$ cat src/rtl/ex_alu_stage.sv
// Execute-stage ALU feeding the EX/MEM pipeline register, with stall/flush control and a one-shot JR redirect.
// Optional feature: define EX_ALU_OVF_EN to flag ADD/SUB signed overflow and suppress their write-back.
module ex_alu_stage #(
  parameter int DATA_W  = 32,
  parameter int SHAMT_W = 5
) (
  input  logic              clk,
  input  logic              rst_n,
  input  logic              in_valid,
  input  logic [3:0]        alu_ctrl,
  input  logic [DATA_W-1:0] op_a,
  input  logic [DATA_W-1:0] op_b,
  input  logic [SHAMT_W-1:0] shamt,
  input  logic [4:0]        dest_in,
  input  logic              reg_write_in,
  input  logic              stall,
  input  logic              flush,
  output logic              out_valid,
  output logic [DATA_W-1:0] alu_result,
  output logic              zero,
  output logic [4:0]        dest_out,
  output logic              reg_write_out,
  output logic              jr_taken,
  output logic [DATA_W-1:0] jr_target,
  output logic              illegal,
  output logic              ovf
);

  localparam logic [3:0] OP_AND = 4'b0000;
  localparam logic [3:0] OP_OR  = 4'b0001;
  localparam logic [3:0] OP_ADD = 4'b0010;
  localparam logic [3:0] OP_SUB = 4'b0110;
  localparam logic [3:0] OP_SLT = 4'b0111;
  localparam logic [3:0] OP_SLL = 4'b1111;
  localparam logic [3:0] OP_JR  = 4'b1000;

  logic [DATA_W-1:0] w_sum;
  logic [DATA_W-1:0] w_diff;
  logic [DATA_W-1:0] w_result;
  logic              w_lt;
  logic              w_illegal;
  logic              w_is_jr;
  logic              w_load;
  logic              w_ovf;

  logic              r_out_valid;
  logic [DATA_W-1:0] r_result;
  logic              r_zero;
  logic [4:0]        r_dest;
  logic              r_reg_write;
  logic              r_jr;
  logic              r_fresh;
  logic [DATA_W-1:0] r_jr_target;
  logic              r_illegal;

  assign w_sum  = op_a + op_b;
  assign w_diff = op_a - op_b;
  assign w_lt   = $signed(op_a) < $signed(op_b);
  // Control handshake: a load happens only when neither stall nor flush is asserted; flush wins over stall.
  assign w_load = !stall && !flush;

  always_comb begin
    w_result  = '0;
    w_illegal = 1'b0;
    w_is_jr   = 1'b0;
    case (alu_ctrl)
      OP_AND: w_result = op_a & op_b;
      OP_OR:  w_result = op_a | op_b;
      OP_ADD: w_result = w_sum;
      OP_SUB: w_result = w_diff;
      OP_SLT: w_result = {{(DATA_W-1){1'b0}}, w_lt};
      OP_SLL: w_result = op_b << shamt;
      OP_JR: begin
        w_result = op_a;
        w_is_jr  = 1'b1;
      end
      default: w_illegal = 1'b1;
    endcase
  end

`ifdef EX_ALU_OVF_EN
  logic r_ovf;
  // SUB overflows like ADD of op_a and ~op_b: same operand signs, different result sign.
  always_comb begin
    w_ovf = 1'b0;
    if (alu_ctrl == OP_ADD)
      w_ovf = (op_a[DATA_W-1] == op_b[DATA_W-1]) && (w_sum[DATA_W-1] != op_a[DATA_W-1]);
    else if (alu_ctrl == OP_SUB)
      w_ovf = (op_a[DATA_W-1] != op_b[DATA_W-1]) && (w_diff[DATA_W-1] != op_a[DATA_W-1]);
  end
  assign ovf = r_ovf;
`else
  assign w_ovf = 1'b0;
  assign ovf   = 1'b0;
`endif

  always_ff @(posedge clk or negedge rst_n) begin
    if (!rst_n) begin
      r_out_valid <= 1'b0;
      r_result    <= '0;
      r_zero      <= 1'b0;
      r_dest      <= '0;
      r_reg_write <= 1'b0;
      r_jr        <= 1'b0;
      r_fresh     <= 1'b0;
      r_jr_target <= '0;
      r_illegal   <= 1'b0;
`ifdef EX_ALU_OVF_EN
      r_ovf       <= 1'b0;
`endif
    end else if (flush) begin
      r_out_valid <= 1'b0;
      r_reg_write <= 1'b0;
      r_jr        <= 1'b0;
      r_fresh     <= 1'b0;
      r_illegal   <= 1'b0;
`ifdef EX_ALU_OVF_EN
      r_ovf       <= 1'b0;
`endif
    end else if (!w_load) begin
      // Stalled: hold the slot, but the redirect pulse must not repeat.
      r_fresh <= 1'b0;
    end else begin
      r_out_valid <= in_valid;
      r_result    <= w_result;
      r_zero      <= (w_result == '0);
      r_dest      <= dest_in;
      r_reg_write <= reg_write_in & in_valid & !w_illegal & !w_is_jr & !w_ovf;
      r_jr        <= in_valid & w_is_jr;
      r_fresh     <= 1'b1;
      r_jr_target <= op_a;
      r_illegal   <= in_valid & w_illegal;
`ifdef EX_ALU_OVF_EN
      r_ovf       <= in_valid & w_ovf;
`endif
    end
  end

  assign out_valid     = r_out_valid;
  assign alu_result    = r_result;
  assign zero          = r_zero;
  assign dest_out      = r_dest;
  assign reg_write_out = r_reg_write;
  assign jr_taken      = r_jr & r_out_valid & r_fresh;
  assign jr_target     = r_jr_target;
  assign illegal       = r_illegal;

endmodule

$ cat config.mk
export PLATFORM = sky130hd
export DESIGN_NAME = ex_alu_stage
export DESIGN_NICKNAME = d
export VERILOG_FILES = /design/src/rtl/ex_alu_stage.sv
export SDC_FILE = /design/constraint.sdc
export NUM_CORES = 1
export LEC_CHECK = 0
export BUFFER_PORTS_ARGS = -buffer_cell sky130_fd_sc_hd__buf_2
export CORE_ASPECT_RATIO = 1.2
export CORE_MARGIN = 10
export CORE_UTILIZATION = 47
export DETAILED_ROUTE_END_ITERATION = 7
export PLACE_DENSITY_LB_ADDON = 0.05
export SLEW_MARGIN = 0
export SYNTH_ARGS = -nofsm -noshare
export SYNTH_HDL_FRONTEND = slang
export SYNTH_SLANG_ARGS = --single-unit
export TNS_END_PERCENT = 1
$ cat constraint.sdc
create_clock -name clk -period 1.4 [get_ports clk]
set_input_delay 0.07 -clock clk [delete_from_list [all_inputs] [get_ports clk]]
set_output_delay 0.07 -clock clk [all_outputs]
set_load 0.02 [all_outputs]
==> metrics.txt, run 1 <==
CP endpoint kind=flip-flop; final setup skew=0 ns; hold path depth=3; FF-to-FF End=jr_target[31]; crit path buf inv count=4; Syn Nets=1555; CTS tree=yes; clock root cell=clkbuf_16; Crit path max-delay family=compound AO/OA/AOI/OAI gates; Hold Startpoint=op_a[25]; most used cell, CP=inv_1; clock tree buffer depth=2; main flop type after synthesis=dfrtp_1; port buffer count=157; TritonRoute pass-1 iters=7; Pleak=0.00812 uW; CP max stage cell=o31ai_1; worst setup path class=input pin to flip-flop; Top Metal Used=met4; clock sink total=75; Remaining DRCs=0; placed standard-cell area=15200 um2; multi-input logic area=8170 um2; failing checks=setup timing; crit path DAT=3.60 ns; Mapped Cells=1370; Critical Path RT=1.66 ns; routed wire length=52200 um; initial antenna violation count=2; Max Cap Viol=0; number of CTS-inserted buffers=9; largest net degree at the start of global routing=78; Iter 0 DRT Violations=1358; DR WL met3=3990 um; Routed Antenna Nets=0; Seq cells post-synth=75; Die Width=155 um; DP HPWL=42700 um; flop2flop setup slack=0.61 ns; TNS Setup=-30.08 ns; GRT Util Overall=35.6%; GR Overflow Total=0; Yosys warnings=0; Worst Hold Slack=0.00654 ns; syn avg cell area=7.48 um2; Initial Util=47.6%; # fillers=1672; WL per Instance=22.7 um; Largest stage delay, worst path=0.58 ns; cell area after synthesis=10200 um2; Met1 Wirelength=17700 um; layout cells sized above 1=44.0%; Reg2Reg Depth=2; post-layout util=75.4%; Fmax=300 MHz; die area=28100 um2; Worst IR Drop VDD=0.000643 V; final net count=2202; first-pass GRT wire length=78600 um; Synth cell types=92; crit-path max FO=5; asr flop ratio synth=100%; Max Slew Vio Count=0; Die H=182 um; fin area=16200 um2; number of synthesized flops with an enable pin=0; fin crit period=3.34 ns; fin cells=2297; unrepaired setup endpoints after global routing=yes; Core ar.=21600 um2; Least-Margin Pin Slew=0.723 ns; Seq/Total Area, Yosys=18.3%; crit path launch type=input pin; status=finished with violations; slew margin rel.=51.7%; htree depth=3; gpl congestion=1.08; Clk Latency, worst-skew pair=0.36 ns; Setup WS post-layout=-1.94 ns; row cnt=59; Worst Hold End=jr_target[25]; Power Dens Cells=717 nW/um2; vias per inst=6.00; fin crit share=238%; met2 WL=25400 um; I/O pins=159; layout overhead on the synthesized area=58.5%; via count=13.8k; Post-Place Cells=2260; storage element area=1880 um2; Hold Vio Cnt, Final=0; final setup fails=33; CP Cell Sequence=buf_2 > inv_1 > ha_2 > buf_4 > inv_1 > a21oi_1 > o31ai_1 > nor2_1 > a21oi_4 > a21oi_2 > or4_4 > a41oi_2 > nand4_1 > or4b_1 > o41ai_2; Hold WC Path Type=input pin to flip-flop; Worst-path clk slew=0.07 ns; Crit Reg-Reg Startpoint=jr_target[31]; number of global-route vias before repair=14.0k
==> final cells by class <==
type	count	share of cell area (%)
antenna	1	0.0154
inverter	103	2.47
sequential	75	11.6
tap	274	2.11
multi-input combinational	1100	50.3
clock buffer	10	1.41
timing repair buffer	728	31.7
clock inverter	6	0.454
==> layer usage <==
layer,vias to the layer above,GRT usage [%]
met5,-,0
met4,0,30.6
met3,272,6.76
met2,768,60.9
met1,6450,36.6
li1,6295,-
==> per-stage QoR <==
stage / setup slack, ns / total power, uW
CTS: -1.86 / 11400
floorplan: -1.85 / 5390
global placement: -2.58 / 8490
global route: -1.99 / 12100
finish: -1.94 / 11600
detailed placement: -2.61 / 8590
==> repair_timing <==
action                                 CTS  global route
setup buffers                            7             6
setup endpoints to repair               33            56
hold buffers                             7             0
pin swaps                               28            16
gates resized for setup                 97            25
endpoints found under the hold margin   84             0
==> placed cells by master, fill, tap and decap left out, types with 15 or more instances in the layout <==
cell,n
buf_4,567
nand2_1,186
buf_2,149
o21ai_0,115
nor2_1,109
inv_1,93
a21oi_1,85
ha_1,81
dfrtp_1,75
mux2i_1,49
nor3_1,23
nand3_1,23
o211ai_1,19
o22ai_1,17
a221oi_1,16
mux4_2,15
==> sequential cells by signal, summed over array words and instances, names as in the netlist <==
signal and count:
reg_write_out 1, dest_out 5, r_jr 1, zero 1, alu_result 32, r_fresh 1
illegal 1, out_valid 1, jr_target 32
==> worst reg2reg max path: stages (launching register included) <==
cell	delay, ns
dfrtp_1	0.44
nand2_1	0.08
o21ai_0	0.11
==> cells in the mapped netlist (all sizes together) (12+ instances only) <==
cell	n	area, um2
o21ai	127	636
mux4	15	338
o211ai	19	143
nor4	13	81.3
mux2i	52	521
clkbuf	56	210
mux2	15	173
a22oi	13	97.6
a31oi	12	75.1
a211oi	19	148
nand3	24	120
nor2b	15	93.8
o22ai	17	106
nor2	112	420
nand2	189	709
o21bai	16	120
a21oi	99	514
nor3	28	150
nand4	14	87.6
buf	36	208
ha	99	1240
a221oi	22	216
inv	103	387
dfrtp	75	1880
==> report_power, final <==
part	internal [uW]	switching (uW)	leakage [uW]	total, uW
logic	2930	3540	0.00702	6470
registers	2450	149	0.000949	2590
clock network	1410	1180	0.000141	2590
total	6790	4860	0.00812	11600
==> worst max path at each step <==
stage / from / slack, ns / cells past startpoint / endpoint
2_1_floorplan: op_b[7] / -1.85 / 12 / zero
3_3_place_gp: op_a[0] / -2.58 / 16 / zero
3_5_place_dp: op_a[0] / -2.61 / 16 / zero
4_1_cts: op_a[0] / -1.86 / 16 / zero
5_1_grt: op_a[6] / -1.99 / 16 / zero
6_report: op_b[17] / -1.94 / 15 / zero
==> cells by family after synthesis <==
logic type / after synthesis / synth area share, %
mux: 82 / 10.1
compound gates: 454 / 30.1
buf+inv: 195 / 7.85
simple gates: 451 / 20.3
flops: 75 / 18.3
other cells: 1 / 0.0366
fa+ha+maj: 101 / 12.5
xor+xnor: 11 / 0.940
(Power assumes the default switching activity.)
==> run 2: changes to the inputs <==
CORE_ASPECT_RATIO = not set   (was 1.2)
==> metrics.txt, run 2 (synthesized netlist as in run 1, its figures left out) <==
status=finished with violations; failing checks=setup timing; WL per Instance=22.0 um; Die H=168 um; vias per inst=6.06; Top Metal Used=met5; Setup WS pre-CTS=-2.61 ns; # fillers=1597; crit path launch type=input pin; Initial Util=48.3%; crit path from=op_a[2]; first-pass GRT wire length=77500 um; layout overhead on the synthesized area=62.3%; Setup WS post-layout=-1.88 ns; final setup skew=0 ns; fin crit share=234%; clock sink total=75; Antenna Cells=0; sw frac=41.1%; worst setup path class=input pin to flip-flop; combinational share of power=57.1%; clock tree buffer depth=2; GR Overflow Total=0; Iter 0 DRT Violations=1711; leading cell type in the layout, fill and taps excluded=buf_4; Max Cap Viol=0; Critical Path RT=1.64 ns; Pleak=0.00832 uW; flop2flop setup slack=0.65 ns; die area=28100 um2; power share of the sequential group=22.2%; layout cells sized above 1=45.3%; Worst-path clk slew=0.07 ns; Hold WC Path Type=input pin to flip-flop; Routed Antenna Nets=0; via count=14.1k; CP endpoint kind=flip-flop; Clk Latency, worst-skew pair=0.34 ns; Remaining DRCs=0; DP HPWL=41800 um; clock network power share=20.7%; Hold Vio Cnt, Final=0; crit path DAT=3.53 ns; clock root cell=clkbuf_16; Core ar.=21200 um2; Internal=6880 uW; fin crit period=3.28 ns; most frequent cells in the layout=buf_4, nand2_1, buf_2; gpl congestion=1.06; Worst Setup EP=zero; routed wire length=51200 um; htree depth=3; Met1 Wirelength=21900 um; DR WL met3=5790 um; number of CTS-inserted buffers=9; FF-to-FF End=r_jr; Reg2Reg Depth=2; TritonRoute pass-1 iters=5; row cnt=53; final net count=2238; CTS tree=yes; met2 WL=21700 um; Psw=4800 uW; Crit Reg-Reg Startpoint=r_jr; Hold Startpoint=op_a[26]; fin area=16600 um2; Max Slew Vio Count=0; port buffer count=157; placed standard-cell area=15400 um2; slew margin rel.=36.9%; largest net degree at the start of global routing=82; Fmax=305 MHz; unrepaired setup endpoints after global routing=yes; crit-path max FO=5; initial antenna violation count=2; final setup fails=32; Power Dens Cells=702 nW/um2; number of global-route vias before repair=13.8k; Worst IR Drop VDD=0.000524 V; GRT Util Overall=34.4%; I/O pins=159; Least-Margin Pin Slew=0.939 ns; Die Width=168 um
## run 2: per-layer routing
metal / up-vias / global-route usage, %
met4: 4 / 11.3
li1: 6362 / -
met1: 6772 / 47.5
met5: - / 0
met2: 841 / 51.2
met3: 151 / 8.43
## run 2: through the flow
stage	power, uW	setup TNS (ns)	utilization, %	hold WS [ns]	std cells
floorplan	5390	-25.80	-	-0.226	1370
global placement	8510	-54.09	72.8	0.0313	2285
detailed placement	8630	-57.51	72.8	0.0371	2285
CTS	11300	-33.81	76.2	0.00291	2328
global route	12200	-34.15	78.4	0.0544	2332
finish	11700	-31.27	78.4	0.00273	2332
## run 2: worst min-delay path by stage
stage | to | slack, ns | depth (start not counted)
2_1_floorplan | alu_result[0] | -0.23 | 0
3_3_place_gp | alu_result[5] | 0.03 | 1
3_5_place_dp | alu_result[5] | 0.04 | 1
4_1_cts | jr_target[26] | 0.003 | 3
5_1_grt | out_valid | 0.05 | 3
6_report | jr_target[26] | 0.003 | 3
## run 2: area by class of cell
| type | count | area [um2] | area share (%) |
|---|---|---|---|
| clock inverter | 6 | 65.1 | 0.391 |
| sequential | 75 | 1880 | 11.3 |
| tap | 275 | 344 | 2.07 |
| inverter | 103 | 402 | 2.41 |
| timing repair buffer | 764 | 5460 | 32.8 |
| clock buffer | 9 | 225 | 1.35 |
| multi-input combinational | 1100 | 8260 | 49.7 |
## run 2: what timing repair did
action | in CTS | in global routing
hold buffers | 6 | 0
endpoints found under the hold margin | 50 | 0
resized for setup | 50 | 92
endpoints found under the setup margin | 39 | 61
pin swaps | 26 | 18
buffers inserted | 22 | 4
## run 2: power groups by stage
stage | Combinational, uW | Clock, uW | Sequential (uW)
6_report | 6670 | 2420 | 2590
5_1_grt | 7050 | 2520 | 2630
4_1_cts | 6240 | 2430 | 2590
3_5_place_dp | 6000 | 0 | 2630
3_3_place_gp | 5900 | 0 | 2610
2_1_floorplan | 2410 | 0 | 2980
## run 2: worst max-delay path, stage by stage
cell	delay, ns
buf_2	0.12
ha_1	0.21
buf_4	0.16
o211ai_1	0.33
o211ai_1	0.26
a21oi_2	0.27
o31ai_2	0.09
buf_4	0.17
a221oi_4	0.33
nor3_1	0.10
nor4_2	0.25
nor2_1	0.11
a211o_1	0.32
or4b_1	0.52
o41ai_2	0.21
